[config.mk]
export PLATFORM = sky130hd
export DESIGN_NAME = cla_serial_adder
export DESIGN_NICKNAME = d
export VERILOG_FILES = /design/src/rtl/cla_pkg.sv /design/src/rtl/cla4_slice.sv /design/src/rtl/cla_serial_adder.sv
export SDC_FILE = /design/constraint.sdc
export NUM_CORES = 1
export LEC_CHECK = 0
export ABC_CLOCK_PERIOD_IN_PS = 6700
export CAP_MARGIN = 20
export CORE_UTILIZATION = 47
export DETAILED_ROUTE_END_ITERATION = 6
export MAX_ROUTING_LAYER = met4
export PLACE_DENSITY = 0.78
export SYNTH_ARGS = -nofsm -noshare
export SYNTH_HDL_FRONTEND = slang
export SYNTH_SLANG_ARGS = --single-unit
[constraint.sdc]
create_clock -name clk -period 6.7 [get_ports clk]
set_input_delay 1.34 -clock clk [delete_from_list [all_inputs] [get_ports clk]]
set_output_delay 1.34 -clock clk [all_outputs]
set_load 0.1 [all_outputs]
[src/rtl/cla_pkg.sv]
// Shared constants and state type for the nibble-serial look-ahead adder.
// The state encoding is fixed so that the states read the same in every tool and waveform.
package cla_pkg;

    localparam int NIBBLE_W = 4;

    localparam logic [1:0] ST_IDLE = 2'd0;
    localparam logic [1:0] ST_RUN  = 2'd1;
    localparam logic [1:0] ST_DONE = 2'd2;

    typedef enum logic [1:0] {
        IDLE = ST_IDLE,
        RUN  = ST_RUN,
        DONE = ST_DONE
    } state_t;

endpackage

[src/rtl/cla4_slice.sv]
// Combinational 4-bit carry look-ahead slice.
// c3 is the carry into bit 3, so the parent can derive signed overflow from it.
module cla4_slice (
    input  logic [3:0] a,
    input  logic [3:0] b,
    input  logic       c0,
    output logic [3:0] s,
    output logic       c3,
    output logic       c4
);

    logic [3:0] g;
    logic [3:0] p;
    logic       c1;
    logic       c2;

    assign g = a & b;
    assign p = a ^ b;

    assign c1 = g[0] | (p[0] & c0);
    assign c2 = g[1] | (p[1] & g[0]) | (p[1] & p[0] & c0);
    assign c3 = g[2] | (p[2] & g[1]) | (p[2] & p[1] & g[0])
              | (p[2] & p[1] & p[0] & c0);
    assign c4 = g[3] | (p[3] & g[2]) | (p[3] & p[2] & g[1])
              | (p[3] & p[2] & p[1] & g[0])
              | (p[3] & p[2] & p[1] & p[0] & c0);

    assign s = p ^ {c3, c2, c1, c0};

endmodule

[src/rtl/cla_serial_adder.sv]
// Multi-cycle adder: one look-ahead nibble per cycle, with the carry registered between nibbles.
// The result is held in DONE until the sink accepts it.
module cla_serial_adder
    import cla_pkg::*;
#(
    parameter int WIDTH = 16
) (
    input  logic             clk,
    input  logic             rst,
    input  logic             in_valid,
    output logic             in_ready,
    input  logic [WIDTH-1:0] a,
    input  logic [WIDTH-1:0] b,
    input  logic             cin,
    output logic             out_valid,
    input  logic             out_ready,
    output logic [WIDTH-1:0] sum,
    output logic             cout,
    output logic             ovf
);

    localparam int NIB   = WIDTH / NIBBLE_W;
    localparam int IDX_W = (NIB > 1) ? $clog2(NIB) : 1;
    localparam logic [IDX_W-1:0] LAST = IDX_W'(NIB - 1);

    if ((WIDTH % NIBBLE_W) != 0 || WIDTH < NIBBLE_W) begin : g_bad_width
        $error("cla_serial_adder: WIDTH must be a multiple of 4 and >= 4");
    end

    state_t               state;
    logic [IDX_W-1:0]     idx;
    logic                 carry;
    logic [WIDTH-1:0]     op_a;
    logic [WIDTH-1:0]     op_b;
    logic [NIBBLE_W-1:0]  nib_a;
    logic [NIBBLE_W-1:0]  nib_b;
    logic [NIBBLE_W-1:0]  nib_s;
    logic                 c3;
    logic                 c4;
    int                   base;

    assign base     = int'(idx) * NIBBLE_W;
    assign nib_a    = op_a[base +: NIBBLE_W];
    assign nib_b    = op_b[base +: NIBBLE_W];
    assign in_ready = (state == IDLE) && !rst;

    cla4_slice u_slice (
        .a  (nib_a),
        .b  (nib_b),
        .c0 (carry),
        .s  (nib_s),
        .c3 (c3),
        .c4 (c4)
    );

    always_ff @(posedge clk) begin
        if (rst) begin
            state     <= IDLE;
            idx       <= '0;
            carry     <= 1'b0;
            op_a      <= '0;
            op_b      <= '0;
            sum       <= '0;
            cout      <= 1'b0;
            ovf       <= 1'b0;
            out_valid <= 1'b0;
        end else begin
            unique case (state)
                IDLE: begin
                    if (in_valid) begin
                        op_a  <= a;
                        op_b  <= b;
                        carry <= cin;
                        idx   <= '0;
                        sum   <= '0;
                        state <= RUN;
                    end
                end
                RUN: begin
                    sum[base +: NIBBLE_W] <= nib_s;
                    carry <= c4;
                    // idx parks on the last nibble rather than wrapping
                    if (idx == LAST) begin
                        cout      <= c4;
                        ovf       <= c3 ^ c4;
                        out_valid <= 1'b1;
                        state     <= DONE;
                    end else begin
                        idx <= idx + 1'b1;
                    end
                end
                DONE: begin
                    if (out_ready) begin
                        out_valid <= 1'b0;
                        state     <= IDLE;
                    end
                end
                default: state <= IDLE;
            endcase
        end
    end

endmodule

==> results of run 1 <==
## power by group through the flow
stage          sequential [mW]  clock [mW]  combinational, mW
2_1_floorplan            0.371           0             0.0787
3_3_place_gp             0.368           0              0.117
3_5_place_dp             0.369           0              0.119
4_1_cts                  0.361       0.220              0.121
5_1_grt                  0.364       0.233              0.135
6_report                 0.361       0.214              0.122
## critical path, stage by stage
cell and delay (ps):
buf_2 90, buf_4 290, nor3_1 200, clkdlybuf4s50_1 1170
## per-stage QoR
step | power [mW] | instances
global placement | 0.485 | 395
detailed placement | 0.488 | 395
CTS | 0.702 | 403
global route | 0.732 | 404
finish | 0.698 | 404
floorplan | 0.449 | 285
## metal layers
metal,GRT usage (%),vias to the layer above,share of wire (%)
met5,-,-,0
met4,7.82,0,1.9
met3,3.70,10,3.6
met2,35.8,55,49
met1,27.0,992,46
li1,-,1076,-
## worst max-delay path by stage
stage / to / start / slack (ps) / cells past startpoint
3_3_place_gp: in_ready / rst / 2260 / 4
4_1_cts: in_ready / rst / 2250 / 4
5_1_grt: in_ready / rst / 2190 / 4
6_report: in_ready / rst / 2230 / 4
3_5_place_dp: in_ready / rst / 2260 / 4
2_1_floorplan: in_ready / rst / 1670 / 3
## logic make-up (layout without fill, tap and decap cells)
| group | after synthesis | after routing |
|---|---|---|
| XOR/XNOR | 2 | 2 |
| buffers and inverters | 21 | 70 |
| AND/OR/NAND/NOR | 119 | 119 |
| AO/OA/AOI/OAI | 67 | 67 |
| multiplexers | 9 | 9 |
| adder cells (fa/ha/maj) | 11 | 11 |
| flip-flops | 56 | 56 |
## area by class of cell
class | instances | area, µm²
clock buffer | 6 | 72.6
clock inverter | 2 | 35.0
fill | 453 | 1950
inverter | 4 | 15.0
multi-input combinational | 208 | 1320
sequential | 56 | 1120
tap | 70 | 87.6
timing repair buffer | 58 | 578
## registers in the layout, summed over array words and instances (netlist names)
register	count
op_a	16
op_b	16
sum	16
idx	2
state	2
carry	1
cout	1
out_valid	1
ovf	1
## cell usage in the layout, fill, tap and decap left out, drive strengths merged, types with 3 or more instances in the layout
master | synthesis | routed
a211oi | 3 | 3
a21o | 6 | 6
a21oi | 37 | 37
a22oi | 9 | 9
a32oi | 4 | 4
and3 | 3 | 3
buf | 11 | 3
clkbuf | 6 | 6
clkdlybuf4s50 | 0 | 55
dfxtp | 56 | 56
ha | 10 | 10
inv | 4 | 4
mux4 | 8 | 8
nand2 | 74 | 74
nand3 | 4 | 4
nor2 | 26 | 26
o31ai | 3 | 3
==> flow_summary.ini, run 1 <==
[outcome]
outcome = completed

[pwr]
vdd_drop_max_mv = 0.121
switchingPower_uw = 184
intPower_uw = 514
clock_power_share_pct = 30.7
power_frac_comb_pct = 17.5
p_per_area_mw_per_mm2 = 217
leakage_nw = 1.24
p_sw_share_pct = 26.4
pwr-share-seq_pct = 51.7

[synthesis]
synth.distinct_cells = 40
synth-adder-area-share_pct = 5.68
synth_most_common_cell = nand2_1
synth_mux_area_share_pct = 7.44
synth_compound_gate_area_share_pct = 16.4
synth.top_cell.area_share_pct = 43.8
yosys-top-cells-count = nand2_1 (74), dfxtp_1 (56), a21oi_1 (37)
yosys_most_used_dff = dfxtp_1
synth-xor-area-share_pct = 0.978
synth_seq_cells = 56
yosys.area_share.simple_pct = 20.9
syn_inst = 285
yosys.area.top_type = dfxtp_1
synth.avg_cell_area_um2 = 8.97
async_flop_share_pct = 0
synth-edff-count = 0
netlist_area_mm2 = 0.00256
synthTopCellsByArea = dfxtp_1 (44%), nand2_1 (11%), a21oi_1 (7.2%), mux4_2 (7.0%), ha_1 (4.9%)
syn_nets = 333
seq_area_frac_synth_pct = 43.8
synth_top_family_by_area = simple AND/OR/NAND/NOR gates
yosys_warnings = 0

[floorplanning]
die_w_um = 75.8
rows = 26
core_mm2 = 0.00517
dieArea_mm2 = 0.00574
ios = 57
start_util_pct = 49.4
die_h_um = 75.8

[hold_path]
whs_path_depth = 2
worstHoldPathType = reg -> reg
min_to = op_b[5]$_SDFFE_PP0P_
min_from = op_b[5]$_SDFFE_PP0P_

[routing]
avgRoutedWirePerCell_um = 13.9
drtIter0Drc = 181
drtAntennaViolNets = 0
first_pass_iters = 4
viasPerCell = 5.28
vias = 2133
routed_wl_um = 5600
route.detailed.drc = 0

[critical_path]
r2r_cells = 6
worst_ep_required_time_ps = 5360
crit_type = in -> out
worstPathMaxFanout = 59
reg2reg_setup_slack_ps = 3730
cp.arrival_ps = 3130
cp-start-kind = input port
rr_endpoint = sum[3]$_SDFFE_PP0P_
critPathCaptureType = output pin
r2r-start = idx[0]$_SDFFE_PP0P_

[clock_network]
htree_levels = 2
cts_buffers = 5
clock_latency_ps = 310
path_clk_slew_ps = 90
hold_buffers = 0
post-cts-setup-buffers = 0
ctsResizeCount = 0
cts_num_sinks = 56
root_buffer = clkbuf_8
ctsLongestPathBuffers = 2
cts_tree = built

[job]
maxCapViolCount = 0

[cells_and_area]
finish.utilization_pct = 62.3
area_delta_synth_final_pct = 26.1
layout.nets = 381
fin_area_mm2 = 0.00322
drive_above_1_share_pct = 8.08
diodes = 0

[sta]
setup_viol = 0
period_share_pct = 66.7
finalHoldViolations = 0
tightestPinTransition_ps = 1020
slew_headroom_pct = 31.7
rsz0062_at_grt = false
maxSlewViolCount = 0
period_needed_ps = 4470
max_freq_ghz = 0.224
finalSetupTns_ps = 0
fin_skew_ps = 6.08
holdWs_ps = 458
setup_slack_ps = 2230

[placed_design]
place_hpwl_um = 3840
gp_congestion = 0.811
place_area_mm2 = 0.00310
port_buffers = 56
pre_cts_ws_ps = 2260

[global_routing]
grt_max_degree = 60
grt_pass1_vias = 1981
antenna_found_initial = 0
grt_pass1_wl_um = 9090
grt.overflow.total = 0
grt_usage_pct = 21.8
(Power assumes the default switching activity.)
==> run 2, diff against run 1 <==
--- a/config.mk
+++ b/config.mk
@@ -5,9 +5,9 @@
 export SDC_FILE = /design/constraint.sdc
 export NUM_CORES = 1
 export LEC_CHECK = 0
-export ABC_CLOCK_PERIOD_IN_PS = 6700
+export ABC_CLOCK_PERIOD_IN_PS = 4100
 export CAP_MARGIN = 20
-export CORE_UTILIZATION = 47
+export CORE_UTILIZATION = 45
 export DETAILED_ROUTE_END_ITERATION = 6
 export MAX_ROUTING_LAYER = met4
 export PLACE_DENSITY = 0.78
==> constraint.sdc (replaced) <==
create_clock -name clk -period 4.1 [get_ports clk]
set_input_delay 0.82 -clock clk [delete_from_list [all_inputs] [get_ports clk]]
set_output_delay 0.82 -clock clk [all_outputs]
set_load 0.1 [all_outputs]
==> run 2 against run 1 <==
Final cell count is 0.99% higher. Global-route usage is 1.3 points lower. Worst hold slack improved by 0.86 ps. Non-clock buffer count rose by 2. Utilization is 3.2 points lower. Count of clock-buffer cells in the layout fell by 1. Design area up 0.97%. Critical path type is now reg -> out. Critical endpoint is now out_valid. Highest routed layer unchanged.
==> flow_summary.ini, run 2 (synthesized netlist as in run 1, its figures left out) <==
[outcome]
outcome = completed

[pwr]
vdd_drop_max_mv = 0.165
leakage_nw = 1.25
p_per_area_mw_per_mm2 = 354

[cells_and_area]
layout_commonest_cell = nand2_1
final_cell_mix = nand2_1 (74), dfxtp_1 (56), clkdlybuf4s50_1 (54), a21oi_1 (37), nor2_1 (26)
diodes = 0
layout.nets = 383
fin_area_mm2 = 0.00326
multi_input_area_mm2 = 0.00132
drive_above_1_share_pct = 9.23
area_delta_synth_final_pct = 27.3
finish.utilization_pct = 59.1
fillCellCount = 488
register_area_mm2 = 0.00112
fin_cells = 408
reg_top3 = op_a x16, op_b x16, sum x16

[routing]
viasPerCell = 5.25
wl_met2_um = 2800
vias = 2143
dr_wl_met3_um = 220
wl_met1_um = 2460
drtAntennaViolNets = 0
avgRoutedWirePerCell_um = 13.7
routed_wl_um = 5580
route.detailed.drc = 0
highest_layer = met4
first_pass_iters = 4
drtIter0Drc = 127

[critical_path]
crit_family = buffers and inverters
path_cells = clkdlybuf4s50_1
cp_num_buf_inv = 1
cp-start-kind = flop
cp.arrival_ps = 1810
worst_ep_required_time_ps = 3280
critPathCaptureType = output pin
cp_slowest_cell = clkdlybuf4s50_1
crit_type = reg -> out
critPathMaxStageDelay_ps = 1140
worstPathMaxFanout = 3

[clock_network]
hold_buffers = 0
htree_levels = 2
ctsLongestPathBuffers = 2
cts_num_sinks = 56
post-cts-setup-buffers = 0
root_buffer = clkbuf_8
path_clk_slew_ps = 90
cts_tree = built
ctsResizeCount = 0
cts_buffers = 5
clock_latency_ps = 310

[placed_design]
port_buffers = 56
place_hpwl_um = 3960
gp_congestion = 0.820
place_area_mm2 = 0.00312
pre_cts_ws_ps = 1290
dp.cells = 399

[sta]
rsz0062_at_grt = false
finalHoldViolations = 0
slew_headroom_pct = 35.0
finalSetupTns_ps = 0
fin_skew_ps = 7.63
tightestPinTransition_ps = 973
max_freq_ghz = 0.380
setup_slack_ps = 1470
maxSlewViolCount = 0
setup_viol = 0
period_needed_ps = 2630
period_share_pct = 64.2

[global_routing]
grt.overflow.total = 0
antenna_found_initial = 0
grt_pass1_vias = 2022
grt_usage_pct = 20.5
grt_pass1_wl_um = 9420
grt_max_degree = 59

[floorplanning]
ios = 57
core_mm2 = 0.00551
rows = 27
die_h_um = 77.4
start_util_pct = 46.4
dieArea_mm2 = 0.00599
die_w_um = 77.4

[hold_path]
worstHoldPathType = reg -> reg

[job]
maxCapViolCount = 0
## run 2: path summary, 6_finish.rpt
kind         cells after the start                   start               endpoint  slack, ps
max                              1  out_valid$_SDFFE_PP0P_              out_valid       1470
max reg2reg                      7     idx[0]$_SDFFE_PP0P_    sum[3]$_SDFFE_PP0P_       1520
min reg2reg                      2   op_a[15]$_SDFFE_PP0P_  op_a[15]$_SDFFE_PP0P_        460
min                              2   op_a[15]$_SDFFE_PP0P_  op_a[15]$_SDFFE_PP0P_        460
## run 2: layer usage
metal  global-route usage [%]  up-vias
met5                        -        -
met1                     25.5      999
met4                     6.42        0
met2                     33.5       50
met3                     4.00        9
li1                         -     1085
## run 2: area by class of cell
class,count,share of cell area [%]
inverters,4,0.461
clock buffers,5,2.11
clock inverters,3,1.31
well taps,72,2.77
multi-input cells,208,40.4
flip-flops and latches,56,34.4
repair buffers,60,18.5
## run 2: worst register-to-register path, delay by kind of cell (launching register included)
family | cells | cell delay (ps)
buf+inv | 1 | 270
xor+xnor | 1 | 270
mux | 1 | 610
flops | 1 | 320
compound gates | 3 | 670
fa+ha+maj | 1 | 340
## run 2: through the flow
stage | hold slack [ps] | total power [mW]
6_report | 458 | 1.15
4_1_cts | 462 | 1.16
2_1_floorplan | 433 | 0.734
5_1_grt | 483 | 1.20
3_3_place_gp | 442 | 0.797
3_5_place_dp | 447 | 0.802
## run 2: power by group
group / internal (mW) / leakage, nW / switching [mW]
clock network: 0.181 / 0.0541 / 0.176
logic: 0.0938 / 0.744 / 0.116
registers: 0.568 / 0.457 / 0.0171
==> run 3, diff against run 2 <==
--- a/config.mk
+++ b/config.mk
@@ -5,7 +5,7 @@
 export SDC_FILE = /design/constraint.sdc
 export NUM_CORES = 1
 export LEC_CHECK = 0
-export ABC_CLOCK_PERIOD_IN_PS = 4100
+export ABC_CLOCK_PERIOD_IN_PS = 2400
 export CAP_MARGIN = 20
 export CORE_UTILIZATION = 45
 export DETAILED_ROUTE_END_ITERATION = 6
==> constraint.sdc (replaced) <==
create_clock -name clk -period 2.4 [get_ports clk]
set_input_delay 0.48 -clock clk [delete_from_list [all_inputs] [get_ports clk]]
set_output_delay 0.48 -clock clk [all_outputs]
set_load 0.1 [all_outputs]
==> run 3 against run 2 <==
Clock skew hardly changed. Sequential cell count stayed put. Final cell count is 1.5% higher. Total power is 67% higher. Worst setup slack worse by 1400 ps. Critical path depth is 5 higher. Non-clock buffer count is 7 higher. Combinational power is 83% higher. Via count is 2.8% higher. Die area stayed put. Utilization is 0.64 points higher. Highest routed layer unchanged.
==> flow_summary.ini, run 3 (synthesized netlist as in run 1, its figures left out) <==
[global_routing]
grt_usage_pct = 21.3
grt_pass1_wl_um = 9800
grt.overflow.total = 0
grt_pass1_vias = 2048
antenna_found_initial = 0
grt_max_degree = 59

[job]
maxCapViolCount = 0

[critical_path]
worst_ep_required_time_ps = 2630
crit_type = reg -> reg
worstPathMaxFanout = 7
critPathMaxStageDelay_ps = 540
cp.arrival_ps = 2510
cp-start-kind = flop
path_cells = mux4_2, ha_1, a211o_1, a21o_2, xnor2_4, o31ai_2
cp_slowest_cell = mux4_2
critPathCaptureType = flop

[routing]
avgRoutedWirePerCell_um = 14.4
vias = 2203
drtIter0Drc = 165
viasPerCell = 5.32
drtAntennaViolNets = 0
route.detailed.drc = 0
routed_wl_um = 5960
first_pass_iters = 4

[clock_network]
cts_tree = built
htree_levels = 2
root_buffer = clkbuf_8
path_clk_slew_ps = 100
cts_buffers = 5
cts_num_sinks = 56
clock_latency_ps = 310
ctsLongestPathBuffers = 2

[cells_and_area]
reg_top3 = op_a x16, op_b x16, sum x16
diodes = 0
final_cell_mix = nand2_1 (74), dfxtp_1 (55), a21oi_1 (37), clkdlybuf4s50_1 (35), buf_4 (27)
finish.utilization_pct = 59.8
layout_commonest_cell = nand2_1
drive_above_1_share_pct = 17.3
layout.nets = 390
area_delta_synth_final_pct = 28.7
fin_area_mm2 = 0.00329

[floorplanning]
start_util_pct = 46.4
dieArea_mm2 = 0.00599
core_mm2 = 0.00551
die_w_um = 77.4
ios = 57
die_h_um = 77.4
rows = 27

[sta]
maxSlewViolCount = 0
fin_skew_ps = 7.97
period_needed_ps = 2290
tightestPinTransition_ps = 585
finalHoldViolations = 0
setup_slack_ps = 112
period_share_pct = 95.3
slew_headroom_pct = 61.0
rsz0062_at_grt = false
setup_viol = 0
max_freq_ghz = 0.437

[hold_path]
worstHoldPathType = reg -> reg

[pwr]
vdd_drop_max_mv = 0.293
total_power_mw = 1.92
leakage_nw = 1.34
p_per_area_mw_per_mm2 = 583

[placed_design]
place_hpwl_um = 4320
gp_congestion = 0.857
pre_cts_ws_ps = -3.53
port_buffers = 56
place_area_mm2 = 0.00314

[outcome]
outcome = completed
run 3: changes by cell type in the layout (fill, tap and decap cells not counted), sizes merged:
cell,previous run,this run
buf,6,32
clkbuf,5,6
clkdlybuf4s50,54,35
clkinvlp,1,0
bufinv,1,0
run 3: worst paths after layout:
kind	from	endpoint	slack (ps)	cells after the start
max	idx[0]$_SDFFE_PP0P_	sum[15]$_SDFFE_PP0P_	110	6
min reg2reg	op_b[15]$_SDFFE_PP0P_	op_b[15]$_SDFFE_PP0P_	460	2
max reg2reg	idx[0]$_SDFFE_PP0P_	sum[15]$_SDFFE_PP0P_	110	6
min	op_b[15]$_SDFFE_PP0P_	op_b[15]$_SDFFE_PP0P_	460	2
run 3: report_power, final:
| group | internal [mW] | total [mW] | switching, mW |
|---|---|---|---|
| logic | 0.183 | 0.384 | 0.201 |
| registers | 0.970 | 1.00 | 0.0350 |
| clock network | 0.231 | 0.531 | 0.300 |
run 3: area by class of cell:
| type | instances | area [µm²] |
|---|---|---|
| Clock buffer | 6 | 82.6 |
| Tap cell | 72 | 90.1 |
| Sequential cell | 56 | 1120 |
| Inverter | 4 | 15.0 |
| Fill cell | 481 | 2220 |
| Timing Repair Buffer | 67 | 633 |
| Multi-Input combinational cell | 208 | 1340 |
| Clock inverter | 1 | 8.76 |
run 3: critical path, delay by kind of cell, from the launching register on:
kind	cells	cell delay [ps]
AO/OA/AOI/OAI	3	740
flip-flops	1	430
multiplexers	1	540
adder cells (fa/ha/maj)	1	330
XOR/XNOR	1	150
run 3: per-layer routing:
metal  track usage, %  vias up  part of all wire [%]
met5                -        -                     0
met4             7.36        0                   1.7
met3             3.76       13                   5.5
met2             33.1       56                    47
met1             27.9     1041                    45
li1                 -     1093                     -
run 3: metrics by stage:
stage          setup TNS, ps  instances  hold WS (ps)
3_3_place_gp               0        403           441
2_1_floorplan          -54.0        285           433
3_5_place_dp           -3.53        403           447
4_1_cts                    0        410           461
6_report                   0        414           460
5_1_grt                    0        414           483
run 3: timing repair:
action                                 4_1_cts  5_1_grt
endpoints found under the hold margin        0        0
setup buffers                                0        4
setup endpoints to repair                    3        8
resized for setup                            1        4
hold buffers                                 0        0
pin swaps                                    0        3
